===== config.mk =====
export PLATFORM = sky130hd
export DESIGN_NAME = multibyte_add_seq_flat
export DESIGN_NICKNAME = d
export VERILOG_FILES = /design/src/rtl/adder_pkg.sv /design/src/rtl/multibyte_add_seq_if.sv /design/src/rtl/binary_adder.sv /design/src/rtl/multibyte_add_seq.sv /design/src/flat_wrapper.sv
export SDC_FILE = /design/constraint.sdc
export NUM_CORES = 1
export LEC_CHECK = 0
export CAP_MARGIN = 20
export CORE_ASPECT_RATIO = 1.1
export CORE_UTILIZATION = 50
export DETAILED_ROUTE_END_ITERATION = 10
export DONT_BUFFER_PORTS = 1
export PLACE_DENSITY = 0.72
export SYNTH_ARGS = -nofsm -noshare
export SYNTH_HDL_FRONTEND = slang
export SYNTH_SLANG_ARGS = --single-unit
export TNS_END_PERCENT = 100

===== constraint.sdc =====
create_clock -name clk -period 4.2 [get_ports clk]
set_input_delay 0.84 -clock clk [delete_from_list [all_inputs] [get_ports clk]]
set_output_delay 0.84 -clock clk [all_outputs]
set_load 0.02 [all_outputs]

===== src/rtl/adder_pkg.sv =====
`default_nettype none
// ---------------------------------------------------------------------------
// adder_pkg : shared byte width, sequencer state type and index-width helper
// Revision  : 1.0
// ---------------------------------------------------------------------------
package adder_pkg;

  localparam int BYTE_W = 8;

  typedef enum logic [1:0] {
    IDLE = 2'd0,
    RUN  = 2'd1,
    DONE = 2'd2
  } seq_state_t;

  // Byte index counter never collapses to zero bits when there is one byte.
  function automatic int idx_width(input int nbytes);
    return (nbytes > 1) ? $clog2(nbytes) : 1;
  endfunction

endpackage
`default_nettype wire


===== src/rtl/multibyte_add_seq_if.sv =====
`default_nettype none
// ---------------------------------------------------------------------------
// multibyte_add_seq_if : requester-side bundle of the multibyte add sequencer
// Revision             : 1.0
// ---------------------------------------------------------------------------
interface multibyte_add_seq_if #(
  parameter int NBYTES = 4
) ();

  logic                                start;
  logic [adder_pkg::BYTE_W*NBYTES-1:0] a;
  logic [adder_pkg::BYTE_W*NBYTES-1:0] b;
  logic                                cin;
  logic                                busy;
  logic                                done;
  logic [adder_pkg::BYTE_W*NBYTES-1:0] sum;
  logic                                cout;

  modport master (
    output start, a, b, cin,
    input  busy, done, sum, cout
  );

  modport slave (
    input  start, a, b, cin,
    output busy, done, sum, cout
  );

endinterface
`default_nettype wire


===== src/rtl/binary_adder.sv =====
`default_nettype none
// ---------------------------------------------------------------------------
// binary_adder : shared byte-wide ripple adder with carry in/out
// Revision     : 1.0
// ---------------------------------------------------------------------------
module binary_adder
  import adder_pkg::*;
(
  input  logic [BYTE_W-1:0] A,
  input  logic [BYTE_W-1:0] B,
  input  logic              Cin,
  output logic [BYTE_W-1:0] SUM,
  output logic              Cout
);

  assign {Cout, SUM} = {1'b0, A} + {1'b0, B} + {{BYTE_W{1'b0}}, Cin};

endmodule
`default_nettype wire


===== src/rtl/multibyte_add_seq.sv =====
`default_nettype none
// ---------------------------------------------------------------------------
// multibyte_add_seq : N-byte add, one byte per clock LSB first on one adder
// Revision          : 1.0
// ---------------------------------------------------------------------------
module multibyte_add_seq
  import adder_pkg::*;
#(
  parameter int NBYTES = 4
) (
  input  logic                clk,
  input  logic                rst,
  multibyte_add_seq_if.slave  bus
);

  localparam int                W        = BYTE_W * NBYTES;
  localparam int                IDX_W    = idx_width(NBYTES);
  localparam logic [IDX_W-1:0]  LAST_IDX = IDX_W'(NBYTES - 1);

  generate
    if (NBYTES < 1 || NBYTES > 16) begin : g_bad_nbytes
      $error("multibyte_add_seq: NBYTES out of range 1..16");
    end
  endgenerate

  seq_state_t        state_q, state_d;
  logic [IDX_W-1:0]  idx_q, idx_d;
  logic [W-1:0]      a_q, a_d;
  logic [W-1:0]      b_q, b_d;
  logic              carry_q, carry_d;
  logic [W-1:0]      sum_q, sum_d;
  logic              cout_q, cout_d;

  logic              busy_o_w, done_o_w;
  logic              load, step, last;

  logic [BYTE_W-1:0] add_a, add_b, add_sum;
  logic              add_cout;

  // FSM: state register
  always_ff @(posedge clk) begin
    if (rst) begin
      state_q <= IDLE;
    end else begin
      state_q <= state_d;
    end
  end

  // FSM: next state
  always_comb begin
    state_d = state_q;
    case (state_q)
      IDLE:    if (bus.start) state_d = RUN;
      RUN:     if (last) state_d = DONE;
      DONE:    state_d = IDLE;
      default: state_d = IDLE;
    endcase
  end

  // FSM: outputs and datapath controls
  always_comb begin
    busy_o_w = 1'b0;
    done_o_w = 1'b0;
    load     = 1'b0;
    step     = 1'b0;
    case (state_q)
      IDLE:    load = bus.start;
      RUN: begin
        busy_o_w = 1'b1;
        step     = 1'b1;
      end
      DONE: begin
        busy_o_w = 1'b1;
        done_o_w = 1'b1;
      end
      default: ;
    endcase
  end

  assign last = (idx_q == LAST_IDX);

  assign add_a = a_q[BYTE_W*int'(idx_q) +: BYTE_W];
  assign add_b = b_q[BYTE_W*int'(idx_q) +: BYTE_W];

  binary_adder u_adder (
    .A    (add_a),
    .B    (add_b),
    .Cin  (carry_q),
    .SUM  (add_sum),
    .Cout (add_cout)
  );

  // cout is only refreshed by the final byte, so it survives the next start.
  always_comb begin
    idx_d   = idx_q;
    a_d     = a_q;
    b_d     = b_q;
    carry_d = carry_q;
    sum_d   = sum_q;
    cout_d  = cout_q;
    if (load) begin
      a_d     = bus.a;
      b_d     = bus.b;
      carry_d = bus.cin;
      sum_d   = '0;
      idx_d   = '0;
    end else if (step) begin
      sum_d[BYTE_W*int'(idx_q) +: BYTE_W] = add_sum;
      carry_d = add_cout;
      if (last) begin
        cout_d = add_cout;
      end else begin
        idx_d = idx_q + IDX_W'(1);
      end
    end
  end

  always_ff @(posedge clk) begin
    if (rst) begin
      idx_q   <= '0;
      a_q     <= '0;
      b_q     <= '0;
      carry_q <= 1'b0;
      sum_q   <= '0;
      cout_q  <= 1'b0;
    end else begin
      idx_q   <= idx_d;
      a_q     <= a_d;
      b_q     <= b_d;
      carry_q <= carry_d;
      sum_q   <= sum_d;
      cout_q  <= cout_d;
    end
  end

  assign bus.busy = busy_o_w;
  assign bus.done = done_o_w;
  assign bus.sum  = sum_q;
  assign bus.cout = cout_q;

endmodule
`default_nettype wire


===== src/flat_wrapper.sv =====
// flat-port wrapper written by rule: the top's interface ports become plain ports
module multibyte_add_seq_flat import adder_pkg::*;
#(
  parameter int NBYTES = 4
)
  (clk, rst, bus_start, bus_a, bus_b, bus_cin, bus_busy, bus_done, bus_sum, bus_cout);
  multibyte_add_seq_if #(.NBYTES(NBYTES)) bus_i ();
  input  logic clk;
  input  logic rst;
  input wire logic [$bits(bus_i.start)-1:0] bus_start;
  input wire logic [$bits(bus_i.a)-1:0] bus_a;
  input wire logic [$bits(bus_i.b)-1:0] bus_b;
  input wire logic [$bits(bus_i.cin)-1:0] bus_cin;
  output wire logic [$bits(bus_i.busy)-1:0] bus_busy;
  output wire logic [$bits(bus_i.done)-1:0] bus_done;
  output wire logic [$bits(bus_i.sum)-1:0] bus_sum;
  output wire logic [$bits(bus_i.cout)-1:0] bus_cout;
  assign bus_i.start = bus_start;
  assign bus_i.a = bus_a;
  assign bus_i.b = bus_b;
  assign bus_i.cin = bus_cin;
  assign bus_busy = bus_i.busy;
  assign bus_done = bus_i.done;
  assign bus_sum = bus_i.sum;
  assign bus_cout = bus_i.cout;
  multibyte_add_seq #(.NBYTES(NBYTES)) u_core (.clk(clk), .rst(rst), .bus(bus_i));
endmodule

==> results_dict.tcl, run 1 <==
set metrics [dict create \
    powerDensity_nw_per_um2 425 \
    gr-total-overflow 0 \
    ctsResizeCount 0 \
    synth_cells 494 \
    drive_above_1_share_pct 9.56 \
    max_clock_freq_ghz 0.304 \
    r2r_slack_ns 0.91 \
    numPortBuffers 0 \
    cp.depth 8 \
    start_util_pct 52.4 \
    clock_latency_ns 0.36 \
    crit_arrival_ns 3.60 \
    dp_hpwl_um 7360 \
    syn_area_um2 4460 \
    timing.rr.end "u_core.bus.sum[22]$_SDFFE_PP0P_" \
    core_um2 8500 \
    crit_start "u_core.idx_q[0]$_SDFFE_PP0P_" \
    drv_cap 0 \
    syn_nets 581 \
    synth.distinct_cells 35 \
    critPathLaunchType "flop" \
    drv_slew 0 \
    async_reset_ff_share_pct 0 \
    grt_antenna_before_repair 0 \
    routed_wl_um 10100 \
    synth_most_common_cell "nand2_1" \
    crit-reg2reg-launch "u_core.idx_q[0]$_SDFFE_PP0P_" \
    synth_seq_area_share_pct 45.8 \
    grt_pass1_vias 3278 \
    finalClockSkew_ns 0.00778 \
    clkTransAtPathRegs_ns 0.09 \
    slew-limit-headroom_pct 30.0 \
    multiInputGateArea_um2 2250 \
    crit_required_ns 4.51 \
    worstSetupPathType "flop to flop" \
    setup_viol 0 \
    hold_violations 0 \
    leakagePower_nw 1.73 \
    dr_wl_met2_um 4920 \
    grt_first_pass_wirelength_um 16400 \
    wl_met1_um 4370 \
    cp_top_family "adder cells" \
    path_buf_inv 0 \
    status "complete, no violations" \
    synthTopCellsByCount "nand2_1, dfxtp_1, a21oi_1" \
    synth.top_cell.area_share_pct 45.8 \
    synthFlopType "dfxtp_1" \
    rsz0062_at_grt "no" \
    yosysTopAreaCell "dfxtp_1" \
    crit_top_cell "fa_1" \
    dr.max_layer_used "met4" \
    io_pins 103 \
    die_x_um 92.0 \
    vias 3414 \
    avgSynthCellArea_um2 9.02 \
    cp-end-kind "flop" \
    fillerInstances 785 \
    crit_chain "mux4_2 > fa_1 > fa_1 > a21o_1 > nand4_1 > nand3_1 > xor2_1 > a32o_1" \
    min_period_ns 3.29 \
    cts_max_level 3 \
    drtPass1Iterations 4 \
    grt_max_degree 70 \
    numClockSinks 102 \
    hp-class "flop to flop" \
    cts_hold_buf 0 \
    drtIter0Drc 229 \
    final-seq-area_um2 2040 \
    die_y_um 101 \
    reg2reg_depth 8 \
    peakVddDrop_mv 0.176 \
    fin_cells 592 \
    crit_path_max_incr_delay_ns 0.76 \
    grt_usage_pct 22.8 \
    dp_cells 577 \
    route.detailed.drc 0 \
    crit_path_max_fanout 11 \
    synth_edf_count 0 \
    clockRootBuffer "clkbuf_8" \
    ys_warn_count 0 \
    num_antenna_cells 0 \
    synth.area.top_cells "dfxtp_1, nand2_1, a21oi_1" \
    fin_nets 564 \
    ys_ff_latch 102 \
    clock_path_buffers 2 \
    cts_buffers 9 \
    fin_crit_sh_pct 78.3 \
    wl_per_cell_um 17.1 \
    syn2layout_area_growth_pct 4.94 \
    gp_congestion 0.785 \
    avgViaCountPerCell 5.77 \
    crit_path_end "u_core.bus.sum[22]$_SDFFE_PP0P_" \
    crit_slowest_cell "dfxtp_1" \
    dr_wl_met3_um 741 \
    fp.dieArea_um2 9290 \
    tns_ns 0 \
    drtAntennaViolNets 0 \
    row_count 35 \
    post_cts_buffers 0 \
    tightestPinTransition_ns 1.05 \
    cts_tree "built" \
]
-- cell usage in the layout (no fill, tap or decap), drive strengths merged, types with 3 or more instances in the layout --
master	instances
nand2	136
dfxtp	102
a21oi	75
nor2	29
a22oi	20
ha	17
mux4	16
nand3	15
clkbuf	11
a32o	8
inv	6
o211ai	5
xnor2	4
o21ai	4
buf	4
nor2b	3
nor4	3
a21o	3
-- power breakdown --
| part | internal, mW | switching [mW] |
|---|---|---|
| combinational | 0.114 | 0.205 |
| sequential | 1.02 | 0.0394 |
| clock | 0.287 | 0.321 |
-- worst reg2reg max path, stage by stage, from the launching register on --
cell	delay (ns)
dfxtp_1	0.76
mux4_2	0.61
fa_1	0.47
fa_1	0.42
a21o_1	0.21
nand4_1	0.08
nand3_1	0.12
xor2_1	0.34
a32o_1	0.23
-- registers in the layout (all words and copies together) (netlist names) --
| register | cells |
|---|---|
| u_core.bus.cout | 1 |
| u_core.b_q | 32 |
| u_core.carry_q | 1 |
| u_core.idx_q | 2 |
| u_core.a_q | 32 |
| u_core.bus.sum | 32 |
| u_core.state_q | 2 |
-- per-layer routing --
layer,track usage (%),up-vias
li1,-,1683
met5,0,-
met4,7.09,0
met1,28.8,1619
met2,37.9,106
met3,6.56,6
-- per-stage QoR --
step / setup WS [ns] / util [%] / power, mW / hold WS [ns] / instance area (µm²)
after global placement: 1.01 / 52.8 / 1.39 / 0.435 / 4490
after CTS: 0.879 / 55.0 / 2.00 / 0.453 / 4680
after detailed placement: 0.903 / 52.8 / 1.40 / 0.440 / 4490
after floorplan: 1.27 / - / 1.34 / 0.433 / 4460
after global routing: 0.749 / 55.0 / 2.08 / 0.468 / 4680
final: 0.909 / 55.0 / 1.99 / 0.452 / 4680
-- cell type report --
class                      count  share of cell area (%)
multi-input combinational    354                    48.2
clock buffer                  11                    3.02
timing repair buffer           4                   0.642
sequential                   102                    43.7
inverter                       6                   0.482
clock inverter                 4                    1.02
tap                          111                    2.97
-- worst min path at each step --
stage	start	cells past startpoint	to
2_1_floorplan	u_core.a_q[16]$_SDFFE_PP0P_	2	u_core.a_q[16]$_SDFFE_PP0P_
3_3_place_gp	u_core.a_q[4]$_SDFFE_PP0P_	2	u_core.a_q[4]$_SDFFE_PP0P_
3_5_place_dp	u_core.b_q[9]$_SDFFE_PP0P_	2	u_core.b_q[9]$_SDFFE_PP0P_
4_1_cts	u_core.b_q[9]$_SDFFE_PP0P_	2	u_core.b_q[9]$_SDFFE_PP0P_
5_1_grt	u_core.b_q[9]$_SDFFE_PP0P_	2	u_core.b_q[9]$_SDFFE_PP0P_
6_report	u_core.b_q[17]$_SDFFE_PP0P_	2	u_core.b_q[17]$_SDFFE_PP0P_
-- cell families after synthesis --
| logic type | share of synthesized area, % |
|---|---|
| adders and majority gates | 5.67 |
| buffers and inverters | 3.68 |
| DFF | 45.8 |
| and+or+nand+nor | 18.8 |
| xor gates and xnor gates | 1.18 |
| AOI/OAI and AO/OA | 16.8 |
| muxes | 8.09 |
No activity file was read; power rests on OpenSTA's default activity.
==> inputs of run 2 (changes only) <==
- clock period: 4.2 -> 3.3 ns (I/O delays scaled with it)
==> results_dict.tcl, run 2 (synthesized netlist as in run 1, its figures left out) <==
set metrics [dict create \
    final-seq-area_um2 2040 \
    routed_wl_um 10200 \
    place_ws_ns 0.407 \
    crit_path_max_fanout 5 \
    numPortBuffers 0 \
    route.detailed.drc 0 \
    leakagePower_nw 1.77 \
    tns_ns 0 \
    drive_above_1_share_pct 10.3 \
    drv_slew 0 \
    dp_hpwl_um 7360 \
    hp-class "input port to flop" \
    crit_slowest_cell "mux4_2" \
    peakVddDrop_mv 0.294 \
    drtAntennaViolNets 0 \
    crit_arrival_ns 3.18 \
    drtPass1Iterations 4 \
    slew-limit-headroom_pct 29.1 \
    worst_slack_ns 0.378 \
    wl_per_cell_um 17.2 \
    crit_path_max_incr_delay_ns 0.55 \
    crit_required_ns 3.56 \
    crit_chain "mux4_2 > fa_1 > fa_1 > a21o_1 > nand4_1 > nand3_1 > xor2_1 > a32o_1" \
    min_period_ns 2.92 \
    gp_congestion 0.863 \
    cp-end-kind "flop" \
    gr-total-overflow 0 \
    cts_hold_buf 0 \
    hold_violations 0 \
    critPathLaunchType "flop" \
    dp_cells 580 \
    total_power_mw 2.71 \
    rsz0062_at_grt "no" \
    grt_pass1_vias 3287 \
    die_x_um 92.0 \
    grt_first_pass_wirelength_um 16500 \
    die_y_um 101 \
    start_util_pct 52.4 \
    multiInputGateArea_um2 2250 \
    vias 3444 \
    powerDensity_nw_per_um2 570 \
    clockRootBuffer "clkbuf_8" \
    finalClockSkew_ns 0.00963 \
    ctsResizeCount 0 \
    worstSetupPathType "flop to flop" \
    fillerInstances 784 \
    tightestPinTransition_ns 1.06 \
    core_um2 8500 \
    cts_tree "built" \
    clock_latency_ns 0.37 \
    cts_max_level 3 \
    grt_usage_pct 22.9 \
    setup_viol 0 \
    num_antenna_cells 0 \
    fin_cells 596 \
    fin_crit_sh_pct 88.5 \
    avgViaCountPerCell 5.78 \
    cts_buffers 9 \
    fp.dieArea_um2 9290 \
    max_clock_freq_ghz 0.342 \
    drv_cap 0 \
    post_cts_buffers 0 \
    fin_nets 567 \
    clkTransAtPathRegs_ns 0.10 \
    numClockSinks 102 \
    clock_path_buffers 2 \
    row_count 35 \
    grt_max_degree 70 \
    io_pins 103 \
    timing.hold.ws_ns 0.351 \
    grt_antenna_before_repair 0 \
    crit_top_cell "fa_1" \
    syn2layout_area_growth_pct 6.77 \
    final_cell_mix "nand2_1, dfxtp_1, a21oi_1" \
    status "complete, no violations" \
    drtIter0Drc 250 \
    final_common_cell "nand2_1" \
]
run 2: changes by cell type in the layout (fill, tap and decap cells not counted):
cell,change
bufinv_16,+2
clkinv_4,+1
clkinv_2,-2
buf_4,+3
run 2: cell type report:
| class | instances | share of cell area, % |
|---|---|---|
| multi-input combinational | 354 | 47.4 |
| sequential | 102 | 42.9 |
| clock buffer | 11 | 2.97 |
| tap | 111 | 2.92 |
| clock inverter | 5 | 2.24 |
| timing repair buffer | 7 | 1.10 |
| inverter | 6 | 0.473 |
run 2: power by group:
group	switching, mW	internal, mW	leakage, nW
logic	0.270	0.150	0.815
clock network	0.424	0.526	0.120
registers	0.0433	1.30	0.833
total	0.738	1.98	1.77
run 2: worst paths after layout:
path	end	cells after the start	slack [ns]	startpoint
max	u_core.bus.sum[30]$_SDFFE_PP0P_	8	0.38	u_core.idx_q[0]$_SDFFE_PP0P_
min	u_core.a_q[27]$_SDFFE_PP0P_	1	0.35	rst
max reg2reg	u_core.bus.sum[30]$_SDFFE_PP0P_	8	0.38	u_core.idx_q[0]$_SDFFE_PP0P_
min reg2reg	u_core.b_q[10]$_SDFFE_PP0P_	2	0.45	u_core.b_q[10]$_SDFFE_PP0P_
run 2: per-stage QoR:
step / area (µm²) / utilization [%]
global route: 4760 / 56.0
global placement: 4510 / 53.1
CTS: 4760 / 56.0
floorplan: 4460 / -
detailed placement: 4510 / 53.1
finish: 4760 / 56.0
run 2: metal layers:
metal | part of all wire (%) | up-vias | GRT usage, %
li1 | - | 1679 | -
met1 | 44 | 1642 | 28.7
met2 | 47 | 105 | 36.8
met3 | 6.6 | 18 | 5.96
met4 | 2.6 | 0 | 11.1
met5 | 0 | - | 0
run 2: worst max-delay path: cells and delay by family (launching register included):
kind | cells | cell delay (ns)
DFF | 1 | 0.46
adders and majority gates | 2 | 0.91
xor gates and xnor gates | 1 | 0.20
muxes | 1 | 0.55
and+or+nand+nor | 2 | 0.20
AOI/OAI and AO/OA | 2 | 0.50
==> inputs of run 3 (changes only) <==
- GPL_TIMING_DRIVEN: unset -> 0
- SKIP_LAST_GASP: unset -> 1
- clock period: 3.3 -> 3.54 ns (I/O delays scaled with it)
==> results_dict.tcl, run 3 (synthesized netlist as in run 1, its figures left out) <==
set metrics [dict create \
    grt_usage_pct 24.4 \
    io_pins 103 \
    final_common_cell "nand2_1" \
    drtPass1Iterations 4 \
    place_area_um2 4590 \
    crit_arrival_ns 3.55 \
    dp_hpwl_um 8190 \
    r2r_slack_ns 0.30 \
    die_y_um 101 \
    drv_cap 0 \
    avgViaCountPerCell 5.73 \
    gr-total-overflow 0 \
    final_cell_mix "nand2_1, dfxtp_1, a21oi_1" \
    min_period_ns 3.24 \
    dp_cells 605 \
    tightestPinTransition_ns 0.553 \
    hold_violations 0 \
    row_count 35 \
    multiInputGateArea_um2 2250 \
    fin_crit_sh_pct 91.6 \
    clkTransAtPathRegs_ns 0.09 \
    vias 3559 \
    routed_wl_um 10800 \
    timing.hold.ws_ns 0.455 \
    max_clock_freq_ghz 0.308 \
    status "complete, no violations" \
    drv_slew 0 \
    rsz0062_at_grt "no" \
    final-seq-area_um2 2040 \
    syn2layout_area_growth_pct 8.06 \
    fin_area_um2 4810 \
    numPortBuffers 0 \
    worstSetupPathType "flop to flop" \
    numClockSinks 102 \
    fp.dieArea_um2 9290 \
    die_x_um 92.0 \
    finalClockSkew_ns 0.0127 \
    cp-end-kind "flop" \
    wl_per_cell_um 17.4 \
    peakVddDrop_mv 0.253 \
    worst_slack_ns 0.298 \
    drtAntennaViolNets 0 \
    grt_max_degree 16 \
    core_um2 8500 \
    grt_antenna_before_repair 0 \
    cts_tree "built" \
    crit_required_ns 3.85 \
    post_cts_buffers 0 \
    place_ws_ns 0.317 \
    gp_congestion 0.854 \
    fin_cells 621 \
    crit_path_max_fanout 10 \
    clock_path_buffers 2 \
    leakagePower_nw 1.80 \
    cts_buffers 9 \
    drive_above_1_share_pct 10.2 \
    critPathLaunchType "flop" \
    powerDensity_nw_per_um2 513 \
    hp-class "flop to flop" \
    cts_hold_buf 0 \
    start_util_pct 52.4 \
    slew-limit-headroom_pct 62.8 \
    final_core_util_pct 56.7 \
    grt_pass1_vias 3529 \
    num_antenna_cells 0 \
    total_power_mw 2.47 \
    setup_viol 0 \
    clockRootBuffer "clkbuf_8" \
    route.detailed.drc 0 \
    cts_max_level 3 \
    ctsResizeCount 0 \
    clock_latency_ns 0.37 \
    grt_first_pass_wirelength_um 17500 \
    fin_nets 592 \
    drtIter0Drc 219 \
    tns_ns 0 \
    fillerInstances 775 \
]
==> run 3: layer usage <==
metal / wire length (µm) / global-route usage [%]
met4: 219 / 11.1
met3: 929 / 6.86
met5: 0 / 0
met1: 4420 / 29.5
met2: 5210 / 40.5
==> run 3: worst paths after layout <==
check                                                      end  depth (start not counted)                          from
worst max-delay path            u_core.bus.sum[6]$_SDFFE_PP0P_                          9  u_core.idx_q[0]$_SDFFE_PP0P_
worst min-delay path               u_core.b_q[23]$_SDFFE_PP0P_                          2   u_core.b_q[23]$_SDFFE_PP0P_
worst max register to register  u_core.bus.sum[6]$_SDFFE_PP0P_                          9  u_core.idx_q[0]$_SDFFE_PP0P_
worst min register to register     u_core.b_q[23]$_SDFFE_PP0P_                          2   u_core.b_q[23]$_SDFFE_PP0P_
==> run 3: final cells by class <==
| class | count | area share [%] |
|---|---|---|
| buffer | 32 | 2.94 |
| clock buffer | 14 | 3.79 |
| clock inverter | 2 | 0.780 |
| inverter | 6 | 0.468 |
| multi-input combinational | 354 | 46.7 |
| sequential | 102 | 42.4 |
| tap | 111 | 2.88 |
==> run 3: where the power goes <==
part / leakage, nW / internal (mW) / total (mW) / switching [mW]
combinational: 0.854 / 0.148 / 0.423 / 0.275
clock: 0.109 / 0.405 / 0.793 / 0.388
sequential: 0.833 / 1.21 / 1.25 / 0.0409
total: 1.80 / 1.76 / 2.47 / 0.703
==> run 3: worst max-delay path, stage by stage, from the launching register on <==
cell,delay [ns]
dfxtp_1,0.42
buf_4,0.29
mux4_2,0.59
fa_1,0.48
fa_1,0.41
a21o_1,0.21
nand4_1,0.08
nand3_1,0.12
xor2_1,0.34
a32o_1,0.23
